`src/rtl/bin2bcd_seg.sv`:
```
// rtl/bin2bcd_seg.sv - sequential binary-to-BCD converter with 4-digit seven-segment encoder
//
// Captures an unsigned word and its error flag on start, converts it using
// shift-add-3 (double-dabble), one bit per cycle. It then loads registered BCD
// digits and active-low segment patterns, blanking leading zeros.
//
// Ports:
//   clk       rising-edge clock
//   rst       asynchronous active-high reset
//   start     conversion request, sampled only while idle
//   bin       unsigned value to convert (WIDTH bits, 1..13), sampled with start
//   err       error flag, sampled with start; shows dashes on all digits
//   busy      high while a conversion is in progress
//   done      one-cycle pulse when bcd/seg_* take their new values
//   bcd       {thousands, hundreds, tens, units}, 4 bits each
//   seg_1 .. seg_1000  active-low segments, bit0 = a .. bit6 = g
module bin2bcd_seg #(
    parameter int WIDTH = 12
) (
    input  logic             clk,
    input  logic             rst,
    input  logic             start,
    input  logic [WIDTH-1:0] bin,
    input  logic             err,
    output logic             busy,
    output logic             done,
    output logic [15:0]      bcd,
    output logic [6:0]       seg_1,
    output logic [6:0]       seg_10,
    output logic [6:0]       seg_100,
    output logic [6:0]       seg_1000
);

    localparam int CW = $clog2(WIDTH + 1);

    localparam logic [6:0] SEG_BLANK = 7'b1111111;
    localparam logic [6:0] SEG_DASH  = 7'b0111111;
    localparam logic [6:0] SEG_ZERO  = 7'b1000000;

    typedef enum logic [1:0] {
        S_IDLE,
        S_SHIFT,
        S_LOAD
    } state_t;

    state_t              state;
    // {BCD scratch, remaining binary bits}, shifted left as one vector
    logic [15+WIDTH:0]   work;
    logic [CW-1:0]       cnt;
    logic                err_q;

    logic [15:0]         scratch;
    logic [15:0]         scratch_adj;
    logic [15+WIDTH:0]   work_next;
    logic                blank_1000;
    logic                blank_100;
    logic                blank_10;

    function automatic logic [6:0] seg_of(input logic [3:0] d);
        logic [6:0] s;
        case (d)
            4'd0:    s = 7'b1000000;
            4'd1:    s = 7'b1111001;
            4'd2:    s = 7'b0100100;
            4'd3:    s = 7'b0110000;
            4'd4:    s = 7'b0011001;
            4'd5:    s = 7'b0010010;
            4'd6:    s = 7'b0000010;
            4'd7:    s = 7'b1111000;
            4'd8:    s = 7'b0000000;
            4'd9:    s = 7'b0010000;
            default: s = SEG_BLANK;
        endcase
        return s;
    endfunction

    always_comb begin
        scratch     = work[15+WIDTH:WIDTH];
        scratch_adj = scratch;
        // Correct each nibble before the shift so it carries cleanly past 9
        for (int i = 0; i < 4; i++) begin
            if (scratch[4*i +: 4] >= 4'd5) begin
                scratch_adj[4*i +: 4] = scratch[4*i +: 4] + 4'd3;
            end
        end
        work_next = {scratch_adj, work[WIDTH-1:0]} << 1;

        // A digit blanks only when it and every more-significant digit are zero
        blank_1000 = (scratch[15:12] == 4'd0);
        blank_100  = blank_1000 && (scratch[11:8] == 4'd0);
        blank_10   = blank_100  && (scratch[7:4]  == 4'd0);
    end

    always_ff @(posedge clk or posedge rst) begin
        if (rst) begin
            state    <= S_IDLE;
            work     <= '0;
            cnt      <= '0;
            err_q    <= 1'b0;
            busy     <= 1'b0;
            done     <= 1'b0;
            bcd      <= 16'h0000;
            seg_1    <= SEG_ZERO;
            seg_10   <= SEG_BLANK;
            seg_100  <= SEG_BLANK;
            seg_1000 <= SEG_BLANK;
        end else begin
            done <= 1'b0;
            case (state)
                S_IDLE: begin
                    if (start) begin
                        work  <= {16'h0000, bin};
                        err_q <= err;
                        cnt   <= CW'(WIDTH);
                        busy  <= 1'b1;
                        state <= S_SHIFT;
                    end
                end
                S_SHIFT: begin
                    work <= work_next;
                    cnt  <= cnt - CW'(1);
                    if (cnt == CW'(1)) begin
                        state <= S_LOAD;
                    end
                end
                S_LOAD: begin
                    bcd  <= scratch;
                    done <= 1'b1;
                    busy <= 1'b0;
                    if (err_q) begin
                        seg_1    <= SEG_DASH;
                        seg_10   <= SEG_DASH;
                        seg_100  <= SEG_DASH;
                        seg_1000 <= SEG_DASH;
                    end else begin
                        seg_1    <= seg_of(scratch[3:0]);
                        seg_10   <= blank_10   ? SEG_BLANK : seg_of(scratch[7:4]);
                        seg_100  <= blank_100  ? SEG_BLANK : seg_of(scratch[11:8]);
                        seg_1000 <= blank_1000 ? SEG_BLANK : seg_of(scratch[15:12]);
                    end
                    state <= S_IDLE;
                end
                default: state <= S_IDLE;
            endcase
        end
    end

endmodule

```
`config.mk`:
```
export PLATFORM = sky130hd
export DESIGN_NAME = bin2bcd_seg
export DESIGN_NICKNAME = d
export VERILOG_FILES = /design/src/rtl/bin2bcd_seg.sv
export SDC_FILE = /design/constraint.sdc
export NUM_CORES = 1
export LEC_CHECK = 0
export ABC_CLOCK_PERIOD_IN_PS = 2900
export BUFFER_PORTS_ARGS = -buffer_cell sky130_fd_sc_hd__buf_2
export CORE_ASPECT_RATIO = 0.6
export CORE_MARGIN = 2
export CORE_UTILIZATION = 55
export CTS_BUF_LIST = sky130_fd_sc_hd__clkbuf_4 sky130_fd_sc_hd__clkbuf_8
export CTS_CLUSTER_DIAMETER = 50
export DETAILED_ROUTE_END_ITERATION = 8
export GPL_TIMING_DRIVEN = 0
export PLACE_DENSITY_LB_ADDON = 0.25
export SKIP_CTS_REPAIR_TIMING = 1
export SYNTH_ARGS = -nofsm -noshare
export SYNTH_HDL_FRONTEND = slang
export SYNTH_SLANG_ARGS = --single-unit
```
`constraint.sdc`:
```
create_clock -name clk -period 2.9 [get_ports clk]
set_input_delay 0.145 -clock clk [delete_from_list [all_inputs] [get_ports clk]]
set_output_delay 0.145 -clock clk [all_outputs]
set_load 0.005 [all_outputs]
```
==> results.cfg, run 1 <==
[outcome]
status = finished, final reports clean

[global_routing]
grt_overflow = 0
grt_usage_pct = 26.4
grt_pass1_vias = 3292
grt_use_met1_pct = 37.8
grt_start_max_net_pins = 43
grt_pass1_wl_um = 16500
busiest_layer = met2
grt_use_met3_pct = 6.85
grt_antenna_before_repair = 0
use_met2_pct = 39.7

[synth]
netlist_area_um2 = 4170
synth-seq-cells = 81
synthArstFlopShare_pct = 100
netlist_instances = 439
yosysWarnings = 0
synth_area_leaders = dfrtp_1 (35%), dfstp_2 (14%), o21ai_0 (7.3%)
synth.distinct_cells = 45
synth_top_area_share_pct = 35.4
synth-main-ff-cell = dfrtp_1
yosysSeqAreaShare_pct = 49.3
yosys.area.top_type = dfrtp_1
synth-edff-count = 0
synth_nets = 478
avgSynthCellArea_um2 = 9.50

[routing]
ant_nets = 0
drt-wirelength-per-cell_um = 16.3
avgViaCountPerCell = 5.62
drcViolationCount = 0
num_vias = 3494
totalWireLength_um = 10100
firstDrtPassIters = 4
first_iter_violations = 262

[timing]
rsz0062_at_grt = false
final-setup-viol-count = 0
fin_crit_sh_pct = 66.4
max_slew.worst_pin.slew_ns = 0.513
fin_ws_ns = 0.975
fin_setup_tns_ns = 0
period_needed_ns = 1.93
clock.fmax_mhz = 519
slew_headroom_pct = 65.8
slew_viol_final = 0
hold_ws_ns = 0.00423
skew_ns = 0.0124
hold_viol_final = 0

[pwr]
p_per_area_nw_per_um2 = 1120
ir_drop_uv = 623
total_power_uw = 5450
cellLeakagePower_uw = 0.00230

[worst_hold_path]
hold_path.class = input pin to flop
worstHoldPathCells = 2
holdCritStartpoint = err
hold_end = err_q$_DFFE_PP0P_

[clocking]
htree_num_levels = 3
numCtsBuffers = 9
cts_tree = built
cts_buffer_depth = 2
path_clk_slew_ns = 0.08
clock_latency_ns = 0.37
clock_sinks = 81
cts_root_buffer = clkbuf_8

[placed_design]
dp_hpwl_um = 7230
numPortBuffers = 61
dp_slack_ns = 1.03
gp_congestion = 0.906

[floorplanning]
start_util_pct = 57.2
core_area_um2 = 7300
die_h_um = 71.5
io_pins = 62
chipWidth_um = 116
die-area_um2 = 8320
num_rows = 24

[job]
maxCapViolations = 0

[cells_and_area]
finalNetCount = 552
diodes = 0
area_growth_pct = 16.4
final_core_util_pct = 66.5
fillCellCount = 623
drive_above_1_share_pct = 24.7

[worst_setup_path]
arrival_ns = 2.22
rrSetupSlack_ns = 0.97
ff2ff_path_depth = 6
rr_endpoint = seg_10[3]$_DFFE_PP1P_
start_kind = flop
path_class = flop to flop
cp_max_fo = 8
timing.rr.start = work[21]$_DFFE_PP0P_
critPathCaptureType = flop
cp.required_ns = 3.19
[per-layer routing]
metal / up-vias / part of all wire (%)
met4: 0 / 0.96
met5: - / 0
met1: 1699 / 47
met2: 127 / 45
met3: 9 / 6.6
li1: 1659 / -
[sequential cells by signal, summed over array words and instances, names as in the netlist]
| name | count |
|---|---|
| done | 1 |
| state | 2 |
| seg_1 | 7 |
| err_q | 1 |
| seg_100 | 7 |
| seg_1000 | 7 |
| bcd | 16 |
| work | 28 |
| cnt | 4 |
| busy | 1 |
| seg_10 | 7 |
[worst max-delay path: stages, from the launching register on]
cell	delay, ns
dfrtp_1	0.52
inv_1	0.14
ha_1	0.31
and4bb_1	0.27
nand4_1	0.17
nand3_2	0.19
o22a_1	0.24
[placed cells by master, fill, tap and decap left out, types with 7 or more instances in the layout]
cell      netlist  final
ha_1           23     23
nor2_1         31     31
clkbuf_8        0     12
nand2b_1       11     11
mux2i_1        12     12
inv_1          21     20
dfstp_2        22     22
a31oi_1         7      7
o21ai_0        61     61
o22a_1          8      8
dfrtp_1        59     59
nand2_1        64     64
a21oi_1        30     30
xnor2_1         8      8
buf_2          13     74
[power breakdown]
part           leakage (µW)  switching (µW)  internal [µW]
sequential         0.000990             363           1660
clock              0.000114             405            487
combinational       0.00120            1460           1090
[cells in the mapped netlist (7+ instances only)]
| master | number |
|---|---|
| nand2_1 | 64 |
| o21ai_0 | 61 |
| dfrtp_1 | 59 |
| nor2_1 | 31 |
| a21oi_1 | 30 |
| ha_1 | 23 |
| dfstp_2 | 22 |
| inv_1 | 21 |
| buf_2 | 13 |
| mux2i_1 | 12 |
| nand2b_1 | 11 |
| o22a_1 | 8 |
| xnor2_1 | 8 |
| a31oi_1 | 7 |
[layout make-up]
type / count / area, µm² / share of cell area [%]
buffer: 25 / 140 / 2.89
tap: 104 / 130 / 2.68
timing repair buffer: 63 / 335 / 6.91
clock inverter: 2 / 35.0 / 0.722
clock buffer: 14 / 180 / 3.71
multi-input combinational: 311 / 1890 / 39.0
inverter: 22 / 85.1 / 1.75
sequential: 81 / 2050 / 42.3
[stage by stage]
| stage | cells | instance area, µm² |
|---|---|---|
| after global placement | 604 | 4610 |
| after CTS | 621 | 4840 |
| after floorplan | 439 | 4170 |
| final | 622 | 4850 |
| after global routing | 622 | 4850 |
| after detailed placement | 605 | 4630 |
[logic make-up (layout without fill, tap and decap cells)]
group                    after synthesis  in the layout  synth area share [%]
adder cells (fa/ha/maj)               23             23                  6.90
buffers and inverters                 47            126                  5.34
AO/OA/AOI/OAI                        131            131                  18.6
XOR/XNOR                               8              8                  1.68
flip-flops                            81             81                  49.3
AND/OR/NAND/NOR                      136            136                  15.1
multiplexers                          13             13                  3.15
[worst max path at each step]
stage / start / to
after floorplan: rst / bcd[0]$_DFFE_PP0P_
after global placement: rst / bcd[2]$_DFFE_PP0P_
after detailed placement: work[20]$_DFFE_PP0P_ / seg_10[1]$_DFFE_PP1P_
after CTS: work[20]$_DFFE_PP0P_ / seg_10[3]$_DFFE_PP1P_
after global routing: work[20]$_DFFE_PP0P_ / seg_100[0]$_DFFE_PP1P_
final: work[21]$_DFFE_PP0P_ / seg_10[3]$_DFFE_PP1P_
(Power assumes the default switching activity.)
==> inputs of run 2 (changes only) <==
- ABC_CLOCK_PERIOD_IN_PS: 2900 -> 1700
- CORE_UTILIZATION: 55 -> 53
- clock period: 2.9 -> 1.7 ns (I/O delays scaled with it)
==> results.cfg, run 2 (synthesized netlist as in run 1, its figures left out) <==
[outcome]
status = finished, final reports clean

[placed_design]
gp_congestion = 0.887
dp_hpwl_um = 7510
placed_area_um2 = 4660
numPortBuffers = 61
dp_slack_ns = -0.141

[routing]
avgViaCountPerCell = 5.61
drt-wirelength-per-cell_um = 16.8
drcViolationCount = 0
num_vias = 3549
first_iter_violations = 283
totalWireLength_um = 10600
ant_nets = 0
firstDrtPassIters = 5

[worst_setup_path]
critPathCaptureType = flop
path_class = flop to flop
ff2ff_path_depth = 6
rrSetupSlack_ns = 0.06
timing.rr.start = work[20]$_DFFE_PP0P_
start_kind = flop
cp_max_fo = 6
cp.required_ns = 1.96
arrival_ns = 1.90
rr_endpoint = seg_100[5]$_DFFE_PP1P_

[timing]
skew_ns = 0.0130
slew_headroom_pct = 53.1
slew_viol_final = 0
hold_viol_final = 0
fin_crit_sh_pct = 96.4
period_needed_ns = 1.64
fin_ws_ns = 0.0608
hold_ws_ns = 0.0140
clock.fmax_mhz = 610
final-setup-viol-count = 0
max_slew.worst_pin.slew_ns = 0.703
rsz0062_at_grt = true

[cells_and_area]
final_common_cell = buf_2
mostFrequentLayoutCells = buf_2 (73), nand2_1 (63), o21ai_0 (61)
final_core_util_pct = 64.7
top_regs = work x28, bcd x16
diodes = 0
multiInputGateArea_um2 = 1940
regMostFlops = work
fillCellCount = 697
largest_reg_flops = 28
final_area_um2 = 5020
register_area_um2 = 2060
finalNetCount = 559
drive_above_1_share_pct = 30.3
area_growth_pct = 20.3

[worst_hold_path]
holdCritStartpoint = bin[8]
worstHoldPathCells = 3
hold_path.class = input pin to flop
hold_end = work[8]$_DFFE_PP0P_

[clocking]
clock_latency_ns = 0.36
htree_num_levels = 3
clock_sinks = 81
cts_buffer_depth = 2
cts_root_buffer = clkbuf_8
path_clk_slew_ns = 0.08
cts_tree = built
numCtsBuffers = 9

[pwr]
power.internal_uw = 5770
ir_drop_uv = 1020
pwr-share-comb_pct = 46.8
seqPwrFrac_pct = 36.2
power_frac_clock_pct = 17.0
switching_share_pct = 40.3
p_per_area_nw_per_um2 = 1920
power.switching_uw = 3900
cellLeakagePower_uw = 0.00234

[floorplanning]
chipWidth_um = 119
core_area_um2 = 7760
io_pins = 62
die-area_um2 = 8620
start_util_pct = 53.8
die_h_um = 72.7
num_rows = 25

[job]
maxCapViolations = 0

[global_routing]
grt_pass1_vias = 3208
grt_start_max_net_pins = 33
grt_antenna_before_repair = 0
grt_usage_pct = 25.9
grt_overflow = 0
grt_pass1_wl_um = 17200
run 2: worst max-delay path: stages, from the launching register on:
cell and delay, ns:
dfrtp_2 0.48, inv_4 0.12, ha_4 0.17, and4bb_2 0.28, nand2_2 0.10, and3_1 0.24
o32ai_1 0.14
run 2: stage by stage:
stage	setup TNS, ns	std cells	total power, µW
2_1_floorplan	0	439	6380
3_3_place_gp	-1.20	608	7570
3_5_place_dp	-1.33	610	7780
4_1_cts	-1.80	626	9450
5_1_grt	-0.0464	633	10500
6_report	0	633	9660
run 2: worst max path at each step:
stage / startpoint / to / cells past startpoint / slack [ns]
3_3_place_gp: work[20]$_DFFE_PP0P_ / seg_100[0]$_DFFE_PP1P_ / 6 / -0.15
2_1_floorplan: work[17]$_DFFE_PP0P_ / work[18]$_DFFE_PP0P_ / 6 / 0.16
5_1_grt: work[20]$_DFFE_PP0P_ / seg_100[3]$_DFFE_PP1P_ / 6 / -0.03
4_1_cts: work[20]$_DFFE_PP0P_ / seg_100[0]$_DFFE_PP1P_ / 6 / -0.18
3_5_place_dp: work[20]$_DFFE_PP0P_ / seg_100[5]$_DFFE_PP1P_ / 6 / -0.14
6_report: work[20]$_DFFE_PP0P_ / seg_100[5]$_DFFE_PP1P_ / 6 / 0.06
run 2: final cells by class:
type,instances,area share [%]
timing repair buffer,70,8.18
multi-input combinational,311,38.7
clock inverter,2,1.20
clock buffer,14,3.46
tap,108,2.69
sequential,81,41.1
inverter,22,1.82
buffer,25,2.84
run 2: power by group through the flow:
stage                     clock [µW]  sequential [µW]  combinational, µW
final                           1640             3500               4520
after global routing            1760             3610               5100
after CTS                       1670             3450               4330
after detailed placement           0             3480               4300
after global placement             0             3430               4140
after floorplan                    0             3370               3010
run 2: per-layer routing:
layer / vias up / GRT usage [%] / share of wire (%)
li1: 1675 / - / -
met3: 11 / 5.94 / 6.4
met5: - / 0 / 0
met4: 0 / 6.48 / 0.98
met1: 1731 / 38.4 / 48
met2: 132 / 38.8 / 44
